<file path="config.mk">
export PLATFORM = sky130hd
export DESIGN_NAME = mm_job_scheduler
export DESIGN_NICKNAME = d
export VERILOG_FILES = /design/src/rtl/mm_sched_pkg.sv /design/src/rtl/mm_job_fifo.sv /design/src/rtl/mm_job_scheduler.sv
export SDC_FILE = /design/constraint.sdc
export NUM_CORES = 1
export LEC_CHECK = 0
export ABC_AREA = 1
export CAP_MARGIN = 25
export CORE_ASPECT_RATIO = 0.9
export CORE_MARGIN = 8
export CORE_UTILIZATION = 60
export CTS_BUF_LIST = sky130_fd_sc_hd__clkbuf_4
export CTS_CLUSTER_SIZE = 25
export DETAILED_ROUTE_END_ITERATION = 10
export PLACE_DENSITY_LB_ADDON = 0.08
export SYNTH_ARGS = -nofsm -noshare
export SYNTH_HDL_FRONTEND = slang
export SYNTH_SLANG_ARGS = --single-unit
</file>
<file path="constraint.sdc">
create_clock -name clk_i -period 5.9 [get_ports clk_i]
set_input_delay 1.18 -clock clk_i [delete_from_list [all_inputs] [get_ports clk_i]]
set_output_delay 1.18 -clock clk_i [all_outputs]
set_load 0.05 [all_outputs]
</file>
<file path="src/rtl/mm_sched_pkg.sv">
// ----------------------------------------------------------------------------
// mm_sched_pkg
// Shared types for the matrix-multiply job scheduler:
//   sched_state_e : scheduler FSM states (IDLE, RUN, RELEASE, REPORT)
//   job_t         : one queued job descriptor (packed config + tag)
// The record widths below define what the job FIFO stores. The scheduler's
// CFG_W / ID_W parameters default to these widths and must track them.
// ----------------------------------------------------------------------------
package mm_sched_pkg;

    localparam int JOB_CFG_W = 64;
    localparam int JOB_ID_W  = 4;

    typedef enum logic [1:0] {
        IDLE    = 2'd0,
        RUN     = 2'd1,
        RELEASE = 2'd2,
        REPORT  = 2'd3
    } sched_state_e;

    typedef struct packed {
        logic [JOB_CFG_W-1:0] cfg;
        logic [JOB_ID_W-1:0]  id;
    } job_t;

endpackage

</file>
<file path="src/rtl/mm_job_fifo.sv">
// ----------------------------------------------------------------------------
// mm_job_fifo
// Small circular FIFO of job descriptors with occupancy reporting.
// Ports:
//   clk_i, rstn_i : clock, asynchronous active-low reset
//   push_i        : write request; ignored while full (no bypass on pop)
//   data_i        : job written on an accepted push
//   pop_i         : read request; ignored while empty
//   data_o        : job at the head of the queue
//   full_o        : occupancy == DEPTH
//   empty_o       : occupancy == 0
//   count_o       : current occupancy
// ----------------------------------------------------------------------------
module mm_job_fifo
    import mm_sched_pkg::*;
#(
    parameter int DEPTH = 4
) (
    input  logic                     clk_i,
    input  logic                     rstn_i,
    input  logic                     push_i,
    input  job_t                     data_i,
    input  logic                     pop_i,
    output job_t                     data_o,
    output logic                     full_o,
    output logic                     empty_o,
    output logic [$clog2(DEPTH):0]   count_o
);

    localparam int              PTR_W    = $clog2(DEPTH);
    localparam logic [PTR_W:0]  FULL_CNT = (PTR_W+1)'(DEPTH);

    job_t             mem_q [DEPTH];
    logic [PTR_W-1:0] wr_ptr_q;
    logic [PTR_W-1:0] wr_ptr_d;
    logic [PTR_W-1:0] rd_ptr_q;
    logic [PTR_W-1:0] rd_ptr_d;
    logic [PTR_W:0]   count_q;
    logic [PTR_W:0]   count_d;
    logic             do_push;
    logic             do_pop;

    assign full_o  = (count_q == FULL_CNT);
    assign empty_o = (count_q == '0);
    assign count_o = count_q;
    assign data_o  = mem_q[rd_ptr_q];

    // Fullness is judged on the registered count, so a pop in the same cycle
    // never frees a slot for a push that arrives while full.
    assign do_push = push_i && !full_o;
    assign do_pop  = pop_i && !empty_o;

    // Pointers wrap naturally because DEPTH is a power of two.
    always_comb begin
        wr_ptr_d = wr_ptr_q;
        rd_ptr_d = rd_ptr_q;
        count_d  = count_q;
        if (do_push) begin
            wr_ptr_d = wr_ptr_q + PTR_W'(1);
        end
        if (do_pop) begin
            rd_ptr_d = rd_ptr_q + PTR_W'(1);
        end
        case ({do_push, do_pop})
            2'b10:   count_d = count_q + (PTR_W+1)'(1);
            2'b01:   count_d = count_q - (PTR_W+1)'(1);
            default: count_d = count_q;
        endcase
    end

    // Reset empties the queue by clearing pointers and count; stale storage
    // contents are unreachable afterwards.
    always_ff @(posedge clk_i or negedge rstn_i) begin
        if (!rstn_i) begin
            wr_ptr_q <= '0;
            rd_ptr_q <= '0;
            count_q  <= '0;
        end else begin
            wr_ptr_q <= wr_ptr_d;
            rd_ptr_q <= rd_ptr_d;
            count_q  <= count_d;
        end
    end

    // Storage needs no reset.
    always_ff @(posedge clk_i) begin
        if (do_push) begin
            mem_q[wr_ptr_q] <= data_i;
        end
    end

endmodule

</file>
<file path="src/rtl/mm_job_scheduler.sv">
// ----------------------------------------------------------------------------
// mm_job_scheduler
// Queues matrix-multiply jobs and runs them on the multiplier one at a time
// through a level start/done handshake, then reports a tagged completion.
// Ports:
//   clk_i, rstn_i   : clock, asynchronous active-low reset
//   job_valid_i     : job offered; accepted when job_ready_o is high
//   job_ready_o     : job queue not full
//   job_cfg_i       : packed multiplier config for the offered job
//   job_id_i        : tag for the offered job
//   timeout_i       : max cycles a job may stay running; 0 disables timeout
//   ext_en_i        : multiplier in external mode; holds off new launches
//   mm_start_o      : multiplier start level
//   mm_cfg_o        : config of the current/last launched job
//   mm_done_i       : multiplier done level
//   cmp_valid_o     : completion record available
//   cmp_ready_i     : completion record accepted
//   cmp_id_o        : tag of the completed job
//   cmp_timeout_o   : job ended by timeout rather than done
//   busy_o          : a job is in flight (launch through completion accept)
//   q_count_o       : queued jobs not yet launched
// ----------------------------------------------------------------------------
module mm_job_scheduler
    import mm_sched_pkg::*;
#(
    parameter int CFG_W = JOB_CFG_W,
    parameter int ID_W  = JOB_ID_W,
    parameter int DEPTH = 4,
    parameter int TO_W  = 16
) (
    input  logic                    clk_i,
    input  logic                    rstn_i,
    input  logic                    job_valid_i,
    output logic                    job_ready_o,
    input  logic [CFG_W-1:0]        job_cfg_i,
    input  logic [ID_W-1:0]         job_id_i,
    input  logic [TO_W-1:0]         timeout_i,
    input  logic                    ext_en_i,
    output logic                    mm_start_o,
    output logic [CFG_W-1:0]        mm_cfg_o,
    input  logic                    mm_done_i,
    output logic                    cmp_valid_o,
    input  logic                    cmp_ready_i,
    output logic [ID_W-1:0]         cmp_id_o,
    output logic                    cmp_timeout_o,
    output logic                    busy_o,
    output logic [$clog2(DEPTH):0]  q_count_o
);

    sched_state_e      state_q;
    logic              start_q;
    logic [CFG_W-1:0]  cfg_q;
    logic [ID_W-1:0]   id_q;
    logic              to_flag_q;
    logic              cmp_valid_q;
    logic [TO_W-1:0]   tcnt_q;

    job_t              push_job;
    job_t              head_job;
    logic              fifo_full;
    logic              fifo_empty;
    logic              pop;
    logic              timeout_hit;

    assign push_job.cfg = job_cfg_i;
    assign push_job.id  = job_id_i;

    mm_job_fifo #(
        .DEPTH (DEPTH)
    ) u_fifo (
        .clk_i   (clk_i),
        .rstn_i  (rstn_i),
        .push_i  (job_valid_i),
        .data_i  (push_job),
        .pop_i   (pop),
        .data_o  (head_job),
        .full_o  (fifo_full),
        .empty_o (fifo_empty),
        .count_o (q_count_o)
    );

    // A launch only happens from IDLE; external mode just withholds it.
    assign pop = (state_q == IDLE) && !fifo_empty && !ext_en_i;

    // The counter starts at 0 on the first RUN cycle, so the job is cut off
    // after exactly timeout_i cycles of start being high.
    assign timeout_hit = (timeout_i != '0) && (tcnt_q == (timeout_i - TO_W'(1)));

    // Job sequencing FSM; all multiplier and completion outputs are registered
    // here so they change only on clock edges (or drop at once on reset).
    always_ff @(posedge clk_i or negedge rstn_i) begin
        if (!rstn_i) begin
            state_q     <= IDLE;
            start_q     <= 1'b0;
            cfg_q       <= '0;
            id_q        <= '0;
            to_flag_q   <= 1'b0;
            cmp_valid_q <= 1'b0;
            tcnt_q      <= '0;
        end else begin
            case (state_q)
                IDLE: begin
                    if (pop) begin
                        cfg_q   <= head_job.cfg;
                        id_q    <= head_job.id;
                        tcnt_q  <= '0;
                        start_q <= 1'b1;
                        state_q <= RUN;
                    end
                end
                RUN: begin
                    // Done takes priority over a timeout landing in the same cycle.
                    if (mm_done_i) begin
                        start_q   <= 1'b0;
                        to_flag_q <= 1'b0;
                        state_q   <= RELEASE;
                    end else if (timeout_hit) begin
                        start_q   <= 1'b0;
                        to_flag_q <= 1'b1;
                        state_q   <= RELEASE;
                    end else begin
                        tcnt_q <= tcnt_q + TO_W'(1);
                    end
                end
                RELEASE: begin
                    // Wait for the multiplier to drop done so the next start is
                    // seen as a fresh request.
                    if (!mm_done_i) begin
                        cmp_valid_q <= 1'b1;
                        state_q     <= REPORT;
                    end
                end
                REPORT: begin
                    if (cmp_ready_i) begin
                        cmp_valid_q <= 1'b0;
                        state_q     <= IDLE;
                    end
                end
                default: begin
                    state_q <= IDLE;
                end
            endcase
        end
    end

    assign job_ready_o   = !fifo_full;
    assign mm_start_o    = start_q;
    assign mm_cfg_o      = cfg_q;
    assign cmp_valid_o   = cmp_valid_q;
    assign cmp_id_o      = id_q;
    assign cmp_timeout_o = to_flag_q;
    assign busy_o        = (state_q != IDLE);

endmodule

</file>
==> results by group, run 1 <==
Synth
  • Synthesized area: 15070 um2
  • Avg Inst Size Synth: 11.37 um2
  • Yosys warns: 0
  • Synth Flop Type: edfxtp_1
  • Post-synth EDFFs: 272
  • Post-synthesis sequential area ratio: 70.13%
  • Largest cells by area after synthesis: edfxtp_1 (54%), dfrtp_1 (16%), nand2_1 (7.8%)
  • Ys async rst share: 26.09%
  • Post-Syn Nets: 1428
  • Yosys top cell by area: edfxtp_1
  • Top-area cell type share of the netlist area: 54.19%
  • Synth cell types: 37
  • Synthesized instance count: 1326
  • Count leader, synth: nand2_1
  • Post-synth top cells: nand2_1 (313), edfxtp_1 (272), nor2_1 (172), o21ai_0 (140), dfrtp_1 (96)
  • Register bit count reported by yosys: 368

Die
  • Initial Util: 60.50%
  • Row count: 55
  • Chip Height: 166.4 um
  • Die Area: 30450 um2
  • Number of top-level pins: 166
  • Die Wd: 183.1 um
  • Core Region: 24910 um2

GRT
  • First-pass GRT wire length: 53560 um
  • Initial antenna violation count: 4
  • Largest net degree at the start of global routing: 77
  • Vias in the first global route: 10530
  • GRT Residual Overflow: 0
  • Gr usage total: 21.92%

Hold path
  • Hold_sp: mm_cfg_o[32]$_DFFE_PN0P_
  • Hold Crit Depth: 2
  • Worst hold path class: flip-flop to flip-flop
  • Hold EP: mm_cfg_o[32]$_DFFE_PN0P_

Power
  • Peak supply drop: 360.9 uV
  • Pwr dens: 510.4 nW/um2
  • P_leak: 7.273 nW

STA
  • Final Critical Period: 3.473 ns
  • Final worst slack: 2.427 ns
  • Fmax: 287.9 MHz
  • Final Hold Vio Count: 0
  • Slew headroom: 36.32%
  • Worst Tran Pin Value: 0.9529 ns
  • RSZ-0062 raised after global routing: no
  • Post-Route Setup TNS: 0 ns
  • Finish-stage setup viols: 0
  • Fin Clk Skew: 0.06155 ns
  • Part of the cycle the worst path needs: 58.87%
  • Slew Limit Fails: 0

Clock tree
  • CTS Sinks: 368
  • Root buf cell: clkbuf_4
  • TritonCTS clock tree: done
  • Postcts setup bufs: 0
  • Worst-Skew Late Latency: 0.70 ns
  • Post-CTS sizing: 0
  • TritonCTS buffer count: 88
  • Clock Pin Slew Worst Setup and Hold Paths: 0.07 ns
  • Max clock buf depth: 3
  • Hold_buf cts: 0
  • CTS H-tree depth: 3

Detailed routing
  • Vias/cell: 5.397
  • DRT Pass-1 Iters: 5
  • Detailed Route WL: 33410 um
  • DR DRC count: 0
  • Antenna-violating nets left: 0
  • WL/cell: 17.15 um
  • Routed via count: 10510
  • Iteration-0 DRC Markers: 898

Placement
  • Post-place setup slack: 2.352 ns
  • Routability Congestion: 0.8902
  • Dpl hpwl: 19860 um
  • IO buf count: 165

Worst setup path
  • WP data arrival: 2.29 ns
  • R2r startpoint: u_fifo.rd_ptr_q[0]$_DFFE_PN0P_
  • Data required, critical path: 4.72 ns
  • Highest fanout seen on the critical path: 4
  • Startpoint Class: flip-flop
  • Reg2reg end: mm_cfg_o[37]$_DFFE_PN0P_
  • Critical path endpoint category: output pin
  • Reg2Reg Setup Slack: 3.17 ns
  • CP Launch Point: state_q[0]$_DFFE_PN0P_
  • Setup Crit Path Kind: flip-flop to output pin
  • Cells on worst reg2reg path: 6

Final layout
  • Syn-to-layout area delta: 20.80%
  • Layout cell share with drive strength beyond 1: 11.54%
  • Fillers: 1778
  • Fin nets: 1633

Run status
  • Outcome: finished clean

Job
  • Max_cap viols: 0
==> area by class of cell <==
class	count	area (um2)	area share (%)
Clock buffer	132	991.0	5.443
Tap cell	342	427.9	2.350
Inverter	66	250.2	1.374
Multi-Input combinational cell	827	4028	22.12
Antenna cell	3	7.507	0.04123
Timing Repair Buffer	180	1774	9.744
Sequential cell	368	10580	58.08
Clock inverter	30	153.9	0.8452
==> placed cells by master, fill, tap and decap left out, types with 2 or more instances in the layout <==
cell             Yosys  routed
diode_2              0       3
clkinv_2             0       2
a22oi_1              2       2
o21ai_0            140     140
nand4_1             25      25
dfrtp_1             96      94
nor2_8               2       2
inv_1               60      59
and2_1               2       2
clkbuf_4             0     132
nor3_1               6       6
nand2_1            313     313
inv_2                5       5
a21oi_1              3       3
xnor2_1              7       7
o21ai_1              2       2
nor4_1               2       2
nand2_4              2       2
nand2_2              2       2
nand3_1             25      25
o22ai_1             68      68
edfxtp_1           272     272
clkinvlp_4           0       2
nor2_1             172     168
nor2_2               5       5
clkinv_1             1      25
ha_1                11      11
buf_4                0      15
clkdlybuf4s50_1      0     164
xor2_1              27      27
nor2_4               4       8
==> through the flow <==
step	hold WS, ns	util, %	area [um2]	std cells	power [mW]
final	0.4746	73.09	18210	1948	9.293
after global routing	0.4910	73.08	18210	1947	9.853
after CTS	0.4695	73.06	18200	1945	9.380
after detailed placement	0.4642	68.46	17060	1783	7.337
after global placement	0.4615	68.46	17060	1783	7.258
after floorplan	0.4851	-	15070	1326	6.161
==> routing by layer <==
metal	share of wire [%]	wire length, um	GRT usage, %
met5	0.11	36	0
met4	1.5	517	7.385
met3	7.1	2383	5.074
met2	49	16450	36.45
met1	42	14030	28.02
==> kinds of logic (layout without fill, tap and decap cells) <==
family,after synthesis,after routing,share of synthesized area [%]
AO/OA/AOI/OAI,216,216,7.787
XOR/XNOR,34,34,1.976
adder cells (fa/ha/maj),12,12,1.046
buffers and inverters,131,408,3.387
flip-flops,368,368,70.13
other,0,3,0
AND/OR/NAND/NOR,565,565,15.67
==> worst max path at each step <==
stage	end	slack, ns	cells after the start
after CTS	busy_o	2.35	4
final	busy_o	2.43	4
after global routing	busy_o	2.30	4
after detailed placement	u_fifo.mem_q[2][0]$_DFFE_PP_	2.35	4
after floorplan	u_fifo.mem_q[0][0]$_DFFE_PP_	0.94	4
after global placement	u_fifo.mem_q[3][24]$_DFFE_PP_	2.34	4
==> worst max-delay path, cell delays in order, from the launching register on <==
cell	delay, ns
dfrtp_1	0.41
inv_1	0.09
ha_1	0.24
inv_2	0.10
clkdlybuf4s50_1	0.81
==> sequential cells by signal, indices dropped and copies added, names as in the netlist <==
name and flops:
mm_cfg_o 64, u_fifo.mem_q 272, cmp_timeout_o 1, cmp_valid_o 1
state_q 2, cmp_id_o 4, mm_start_o 1, u_fifo.count_o 3
u_fifo.rd_ptr_q 2, u_fifo.wr_ptr_q 2, tcnt_q 16
==> report_power, final <==
part / internal, mW / switching (mW) / total, mW
registers: 3.46 / 0.306 / 3.77
logic: 1.05 / 2.44 / 3.50
clock network: 1.07 / 0.952 / 2.03
No activity file was read; power rests on OpenSTA's default activity.
==> run 2: changes to the inputs <==
- CORE_UTILIZATION: 60 -> 58
- clock period: 5.9 -> 3.4 ns (I/O delays scaled with it)
==> results by group, run 2 (synthesis gave the netlist of run 1 again) <==
Run status
  • Outcome: finished clean

Power
  • Seq pwr share: 39.5% (-1.1 points)
  • Psw: 6.485 mW (+75%)
  • Internal Power: 10.00 mW (+79%)
  • Combinational power share: 37.4% (-0.2 points)
  • Peak supply drop: 561.2 uV (+55%)
  • Switching Share: 39.33% (-0.51 points)
  • P_leak: 7.375 nW (+1.4%)
  • Power Total: 16.49 mW (+77%)
  • Pwr dens: 896.4 nW/um2 (+76%)
  • Clk pwr share: 23.1% (+1.3 points)

STA
  • Hold WS: 0.4772 ns (+0.002516 ns)
  • Fmax: 331.9 MHz
  • Fin Clk Skew: 0.03502 ns (-0.02653 ns)
  • Finish-stage setup viols: 0 (unchanged)
  • RSZ-0062 raised after global routing: no
  • Slew Limit Fails: 0 (unchanged)
  • Final Hold Vio Count: 0 (unchanged)
  • Slew headroom: 34.00% (-2.3 points)
  • Final Critical Period: 3.013 ns
  • Part of the cycle the worst path needs: 88.60%
  • Post-Route Setup TNS: 0 ns (unchanged)
  • Worst Tran Pin Value: 0.9900 ns (+0.03714 ns)

Worst setup path
  • Data required, critical path: 2.72 ns (-2.00 ns)
  • Startpoint Class: flip-flop
  • Critical path endpoint category: output pin
  • WP data arrival: 2.33 ns (+0.04 ns)
  • Highest fanout seen on the critical path: 4 (unchanged)
  • Setup Crit Path Kind: flip-flop to output pin
  • Reg2Reg Setup Slack: 1.09 ns (-2.08 ns)

Final layout
  • Layout cell share with drive strength beyond 1: 12.71% (+1.2 points)
  • Fillers: 1928 (+8.4%)
  • Fin nets: 1638 (+0.31%)
  • Largest register by flop count: u_fifo.mem_q
  • Finished Core Util: 71.34% (-1.7 points)
  • Commonest non-fill, non-tap cell in the layout: nand2_1
  • Max FFs per register: 272 (unchanged)
  • Cell area after layout: 18400 um2 (+1.0%)
  • Syn-to-layout area delta: 22.05%
  • Most frequent cells in the layout: nand2_1 (313), edfxtp_1 (272), nor2_1 (168), clkdlybuf4s50_1 (164), clkbuf_4 (146)

Clock tree
  • Root buf cell: clkbuf_4
  • TritonCTS buffer count: 91 (+3.4%)
  • TritonCTS clock tree: done
  • Worst-Skew Late Latency: 0.70 ns (about the same)
  • CTS H-tree depth: 3 (unchanged)
  • Max clock buf depth: 3 (unchanged)
  • CTS Sinks: 368 (unchanged)
  • Clock Pin Slew Worst Setup and Hold Paths: 0.08 ns (about the same)

Die
  • Initial Util: 58.45% (-2.0 points)
  • Die Area: 31410 um2 (+3.1%)
  • Chip Height: 168.9 um (+1.5%)
  • Core Region: 25780 um2 (+3.5%)
  • Number of top-level pins: 166 (unchanged)
  • Die Wd: 185.9 um (+1.6%)
  • Row count: 56 (+1.8%)

Placement
  • IO buf count: 165 (unchanged)
  • Placed Area: 17120 um2 (+0.38%)
  • Routability Congestion: 0.8434 (-5.3%)
  • Dpl hpwl: 19660 um (-1.0%)

Detailed routing
  • Routed via count: 10490 (-0.24%)
  • Detailed Route WL: 34190 um (+2.3%)
  • Antenna-violating nets left: 0 (unchanged)
  • Iteration-0 DRC Markers: 742 (-17%)
  • WL/cell: 17.41 um (+1.5%)
  • Vias/cell: 5.341 (-1.1%)
  • DRT Pass-1 Iters: 5 (unchanged)
  • DR DRC count: 0 (unchanged)

GRT
  • Gr usage total: 21.84% (-0.081 points)
  • Initial antenna violation count: 3 (-1)
  • First-pass GRT wire length: 53960 um (+0.76%)
  • GRT Residual Overflow: 0 (unchanged)
  • Largest net degree at the start of global routing: 97 (+26%)
  • Vias in the first global route: 10600 (+0.61%)

Hold path
  • Worst hold path class: flip-flop to flip-flop

Job
  • Max_cap viols: 0 (unchanged)
## run 2: cell types whose count changed in the layout (fill, tap and decap cells not counted), sizes merged
cell         previous run  this run
clkbuf                132       146
clkinv                 28        19
inv                    65        67
buf                    16        17
bufinv                  1         2
dlygate4sd3             0         1
## run 2: cell type report
cell class	instances	area, um2	share of cell area (%)
antenna	3	7.507	0.04081
clock buffer	146	1096	5.958
clock inverter	24	161.4	0.8774
inverter	66	250.2	1.360
multi-input combinational	827	4028	21.90
sequential	368	10580	57.49
tap	348	435.4	2.367
timing repair buffer	182	1842	10.01
## run 2: power groups by stage
stage               logic, mW  registers [mW]  clock network [mW]
floorplan                2.80            7.86                   0
global placement         6.10            6.56                   0
detailed placement       6.21            6.59                   0
CTS                      6.25            6.51                3.92
global route             6.71            6.61                4.13
finish                   6.17            6.51                3.81
## run 2: worst max-delay path: stages (launching register included)
cell             delay (ns)
dfrtp_1                0.42
inv_1                  0.08
ha_1                   0.22
inv_2                  0.11
clkdlybuf4s50_1        0.82
## run 2: worst paths after layout
check,startpoint,to,depth (start not counted)
setup / recovery,state_q[1]$_DFFE_PN0P_,busy_o,4
hold / removal,mm_cfg_o[24]$_DFFE_PN0P_,mm_cfg_o[24]$_DFFE_PN0P_,2
setup reg to reg,u_fifo.count_o[0]$_DFFE_PN0P_,u_fifo.count_o[2]$_DFFE_PN0P_,9
hold reg to reg,mm_cfg_o[24]$_DFFE_PN0P_,mm_cfg_o[24]$_DFFE_PN0P_,2
max in group asynchronous,rstn_i,u_fifo.rd_ptr_q[1]$_DFFE_PN0P_,3
min in group asynchronous,rstn_i,mm_cfg_o[17]$_DFFE_PN0P_,2
## run 2: metrics by stage
| stage | cells | worst slack [ns] |
|---|---|---|
| 2_1_floorplan | 1326 | -0.4686 |
| 3_3_place_gp | 1790 | 0.5480 |
| 3_5_place_dp | 1790 | 0.4937 |
| 4_1_cts | 1961 | 0.3211 |
| 5_1_grt | 1964 | 0.2447 |
| 6_report | 1964 | 0.3874 |
## run 2: what timing repair did
action	CTS	global route
hold endpoints to repair	36	0
resized for setup	0	0
hold buffers	1	0
buffers inserted	0	0
## run 2: per-layer routing
metal / global-route usage, % / part of all wire, %
met3: 5.336 / 6.1
met5: 0 / 0.076
met2: 36.34 / 49
met1: 27.54 / 43
met4: 7.830 / 1.8
==> patch 1 (settings of run 2) <==
Re-encode `sched_state_e` (4 states) as one-hot, 4 bits wide.
--- a/src/rtl/mm_sched_pkg.sv
+++ b/src/rtl/mm_sched_pkg.sv
@@ -13,7 +13,7 @@
 
-    typedef enum logic [1:0] {
-        IDLE    = 2'd0,
-        RUN     = 2'd1,
-        RELEASE = 2'd2,
-        REPORT  = 2'd3
+    typedef enum logic [3:0] {
+        IDLE    = 4'b0001,
+        RUN     = 4'b0010,
+        RELEASE = 4'b0100,
+        REPORT  = 4'b1000
     } sched_state_e;
Check against the original RTL: same outputs for any inputs over 4 cycles, from zero or initial values and one cycle with rstn_i low; so few cycles prove little.
==> patch 1 against run 2 <==
- maximum frequency fell by 1.9%
- routed wire length is 3.3% lower
- cell count grew 0.25%
- worst setup slack worse by 0.059 ns
- first-iteration DRC count is 4.4% lower
- area after synthesis fell by 0.13%
- register-to-register slack worse by 0.02 ns
- sequential share of layout area increased by 0.46 points
- design area fell by 0.29%
- power up 0.62%
- synthesized cell count grew 0.90%
- clock power down 4%
- sequential cell count up 2
==> patch 1: results (changes against run 2) <==
\begin{tabular}{lr}
\hline
Metric & Value \\
\hline
\multicolumn{2}{l}{\textbf{Status}} \\
Run status & finished clean (unchanged) \\
\multicolumn{2}{l}{\textbf{Cells and area}} \\
Filler Cell Count & 1902 (was 1928) \\
Total number of multi-input combinational cells & 840 (was 827) \\
Share of layout cells above drive strength 1 & 12.5\% (was 12.7\%) \\
Antenna diode count & 2 (was 3) \\
Count of inverters other than clock inverters in the layout & 59 (was 66) \\
Final non-clock buffer share & 10.3\% (was 10.0\%) \\
Number of non-clock buffers in the layout & 183 (was 182) \\
Number of nets at the end of the flow & 1642 (was 1638) \\
\multicolumn{2}{l}{\textbf{Clocking}} \\
Quantity of hold-fixing buffers added after cts & 0 (was 1) \\
Number of clock sinks & 370 (was 368) \\
Number of buffers created by CTS & 90 (was 91) \\
\multicolumn{2}{l}{\textbf{Synthesis}} \\
Adder and majority cell fraction of the synthesized area & 0.715\% (was 1.05\%) \\
Leading cell types by count after synthesis & nor2\_1 (398), edfxtp\_1 (272), o21ai\_0 (143) (was nand2\_1 (313), edfxtp\_1 (272), nor2\_1 (172)) \\
Yosys cell types & 36 (was 37) \\
Net Count, Synth & 1436 (was 1428) \\
Dominant cell by count in the synthesized netlist & nor2\_1 (was nand2\_1) \\
Post-synthesis sequential area ratio & 70.6\% (was 70.1\%) \\
Cells after synthesis & 1338 (was 1326) \\
Async set-or-reset flop fraction in the synthesized netlist & 26.5\% (was 26.1\%) \\
Xor-xnor portion of the synthesized cell area & 1.40\% (was 1.98\%) \\
\multicolumn{2}{l}{\textbf{STA}} \\
Setup Skew & 0.0447 ns (was 0.0350 ns) \\
Slew Limit Headroom & 35.8\% (was 34.0\%) \\
\multicolumn{2}{l}{\textbf{Drt}} \\
Number of DRC markers after the initial detailed-route iteration & 709 (was 742) \\
Drt total wl & 33.1 mm (was 34.2 mm) \\
\multicolumn{2}{l}{\textbf{Placement}} \\
Placed inst area & 17100 um\^{}2 (about the same) \\
Placer's final routability congestion estimate & 0.828 (was 0.843) \\
\multicolumn{2}{l}{\textbf{GRT}} \\
Initial antenna violation count & 4 (was 3) \\
Global-route wire length before repair & 52.9 mm (was 54.0 mm) \\
Largest net degree at the start of global routing & 138 (was 97) \\
\multicolumn{2}{l}{\textbf{Worst hold path}} \\
Hold/Removal Path Class & input port to asynchronous set/reset pin (was flop to flop) \\
\multicolumn{2}{l}{\textbf{Pwr}} \\
Maximum vdd ir drop & 0.712 mV (was 0.561 mV) \\
Power Dens Cells & 905 nW/um\^{}2 (was 896 nW/um\^{}2) \\
Leak Pwr & 6.88 nW (was 7.37 nW) \\
\multicolumn{2}{l}{\textbf{Worst setup path}} \\
Slack of the worst reg-to-reg path & 1.07 ns (was 1.09 ns) \\
Critical-path maximum fanout & 3 (was 4) \\
Launch point of the worst path & state\_q[0] (was state\_q[1]) \\
Length in cells of the worst reg-to-reg path & 10 (was 9) \\
\hline
\end{tabular}
==> patch 1: changes by cell type after synthesis, sizes merged, moves of 4 or more <==
cell	delta
inv	-6
nor2	+223
xor2	-6
nand3	+16
nand4	-19
o22ai	-68
clkbuf	-16
a31oi	+68
nand2	-197
o21ai	+5
xnor2	-4
ha	-4
buf	+20
==> patch 1: metal layers <==
layer / GRT usage [%] / wire length, um / vias to the layer above / part of all wire [%]
li1: - / - / 5081 / -
met1: 27.3 / 14300 / 4948 / 43
met2: 34.8 / 15900 / 326 / 48
met3: 5.64 / 2370 / 44 / 7.2
met4: 7.24 / 437 / 6 / 1.3
met5: 0 / 45 / - / 0.14
==> patch 1: worst max-delay path, stage by stage (launching register included) <==
cell             delay, ns
dfstp_2               0.54
inv_1                 0.05
nor3_1                0.32
inv_1                 0.11
clkdlybuf4s50_1       0.72
==> patch 1: power by group <==
part	switching [mW]	leakage (nW)	internal [mW]
registers	0.548	3.63	6.06
logic	4.35	2.54	1.98
clock network	1.68	0.707	1.97
==> patch 2 (flow settings as in run 2) <==
Made on the original files. The parameter `TO_W` goes from 16 to 32.
--- a/src/rtl/mm_job_scheduler.sv
+++ b/src/rtl/mm_job_scheduler.sv
@@ -28,3 +28,3 @@
     parameter int DEPTH = 4,
-    parameter int TO_W  = 16
+    parameter int TO_W  = 32
 ) (
Ports: changed (resized timeout_i); port bits go from 166 to 182. The function was not compared with the original's and may differ.
==> patch 2 against run 2 <==
- maximum frequency shrank 4.8%
- worst setup slack worse by 0.15 ns
- power is 4.4% higher
- design area is 12% higher
- core utilization increased by 0.25 points
- critical path depth did not move
- sequential cell count grew 16
- area after synthesis up 12%
- sequential share of layout area decreased by 4.4 points
- register-to-register slack worse by 0.53 ns
- global-route usage rose by 2.3 points
- routed wire length grew 24%
- worst hold slack got worse by 0.0015 ns
- critical path type unchanged
==> patch 2: results (changes against run 2) <==
\begin{tabular}{lr}
\hline
Metric & Value \\
\hline
\multicolumn{2}{l}{\textbf{Pwr}} \\
Leak Pwr & 8.10 nW (was 7.37 nW) \\
Maximum vdd ir drop & 0.586 mV (was 0.561 mV) \\
\multicolumn{2}{l}{\textbf{Worst setup path}} \\
Arrival time of the worst setup path & 2.48 ns (was 2.33 ns) \\
FF-to-FF Start & state\_q[1] (was u\_fifo.count\_o[0]) \\
Delay of the slowest cell on the worst path & 0.84 ns (was 0.82 ns) \\
\multicolumn{2}{l}{\textbf{Cells and area}} \\
Number of nets at the end of the flow & 2022 (was 1638) \\
Area used by multi-input combinational logic & 5400 um\^{}2 (was 4030 um\^{}2) \\
Filler Cell Count & 2168 (was 1928) \\
Share of layout cells above drive strength 1 & 12.0\% (was 12.7\%) \\
\multicolumn{2}{l}{\textbf{Synthesis}} \\
Leading cell types by count after synthesis & nand2\_1 (435), edfxtp\_1 (272), nor2\_1 (270) (was nand2\_1 (313), edfxtp\_1 (272), nor2\_1 (172)) \\
Async set-or-reset flop fraction in the synthesized netlist & 29.2\% (was 26.1\%) \\
Most area-consuming cells after synthesis & edfxtp\_1 (48\%), dfrtp\_1 (17\%), nand2\_1 (9.6\%), nor2\_1 (6.0\%), o21ai\_0 (4.3\%) (was edfxtp\_1 (54\%), dfrtp\_1 (16\%), nand2\_1 (7.8\%), o21ai\_0 (4.6\%), nor2\_1 (4.3\%)) \\
Post-synthesis sequential area ratio & 64.8\% (was 70.1\%) \\
\multicolumn{2}{l}{\textbf{STA}} \\
Slew Limit Headroom & 32.1\% (was 34.0\%) \\
Min Hold Slack & 0.476 ns (was 0.477 ns) \\
Setup WS post-layout & 0.237 ns (was 0.387 ns) \\
Setup Skew & 0.0672 ns (was 0.0350 ns) \\
\multicolumn{2}{l}{\textbf{Drt}} \\
Total routed wire length on the met1 layer & 19.0 mm (was 14.6 mm) \\
Routed wirelength normalized by instance count & 17.8 um (was 17.4 um) \\
Met3 wire length & 3.19 mm (was 2.09 mm) \\
Drt total wl & 42.5 mm (was 34.2 mm) \\
Number of DRC markers after the initial detailed-route iteration & 995 (was 742) \\
Detailed route wirelength on metal2 & 19.6 mm (was 16.8 mm) \\
\multicolumn{2}{l}{\textbf{GRT}} \\
Global-route wire length before repair & 66.6 mm (was 54.0 mm) \\
Number of global-route vias before repair & 12700 (was 10600) \\
Largest net degree at the start of global routing & 73 (was 97) \\
Global Route met3 Usage & 5.64\% (was 5.34\%) \\
\multicolumn{2}{l}{\textbf{Worst hold path}} \\
Hold/Removal Path Class & input port to asynchronous set/reset pin (was flop to flop) \\
\multicolumn{2}{l}{\textbf{Placement}} \\
Sum of net half-perimeters after detailed placement & 26.9 mm (was 19.7 mm) \\
I/O Buffers & 181 (was 165) \\
Placer's final routability congestion estimate & 0.955 (was 0.843) \\
\multicolumn{2}{l}{\textbf{Status}} \\
Run status & finished clean (unchanged) \\
\multicolumn{2}{l}{\textbf{Clocking}} \\
Number of buffers created by CTS & 96 (was 91) \\
Clock insertion delay at the later pin of the skew report & 0.74 ns (was 0.70 ns) \\
\hline
\end{tabular}
## patch 2: cell types whose count changed after synthesis, sizes merged, moves of 8 or more
cell,change
dfrtp,+16
inv,+14
nand2,+125
nand3,+33
nand4,-8
nor2,+97
nor3,+12
xnor2,+17
xor2,+8
## patch 2: area by class of cell
cell class                      count  share of cell area, %
Sequential cell                   384                   53.1
Multi-Input combinational cell   1128                   26.2
Timing Repair Buffer              215                   10.5
Clock buffer                      152                   5.52
Tap cell                          396                   2.40
Inverter                           79                   1.45
Clock inverter                     29                  0.799
Antenna cell                        2                 0.0242
## patch 2: final timing paths
kind | end | depth (start not counted)
setup / recovery | busy_o | 4
hold / removal | mm_cfg_o[48] | 2
setup reg to reg | tcnt_q[21] | 8
hold reg to reg | mm_cfg_o[39] | 2
max in group asynchronous | mm_cfg_o[20] | 3
min in group clk_i | mm_cfg_o[39] | 2
## patch 2: timing repair
| item | in CTS | in global routing |
|---|---|---|
| hold endpoints to repair | 40 | 0 |
| buffers inserted | 0 | 0 |
| hold buffers | 1 | 0 |
## patch 2: logic make-up after synthesis
logic type | after synthesis | share of synthesized area (%)
simple gates | 832 | 20.2
flops | 384 | 64.8
compound gates | 223 | 7.16
buf+inv | 154 | 3.58
xor+xnor | 61 | 3.32
fa+ha+maj | 12 | 0.931
## patch 2: where the power goes
part           leakage, nW  total [mW]  internal (mW)  switching [mW]
sequential            3.93        6.68           6.20           0.475
clock                0.781        3.99           2.13            1.86
combinational         3.39        6.55           2.00            4.55
## patch 2: worst reg2reg max path, cell delays in order (launching register included)
cell and delay, ns:
dfrtp_1 0.42, inv_1 0.10, ha_1 0.41, inv_2 0.34, o21ai_2 0.89, nand2_2 0.22, buf_12 0.21, nand2_1 0.06
nand2_1 0.06
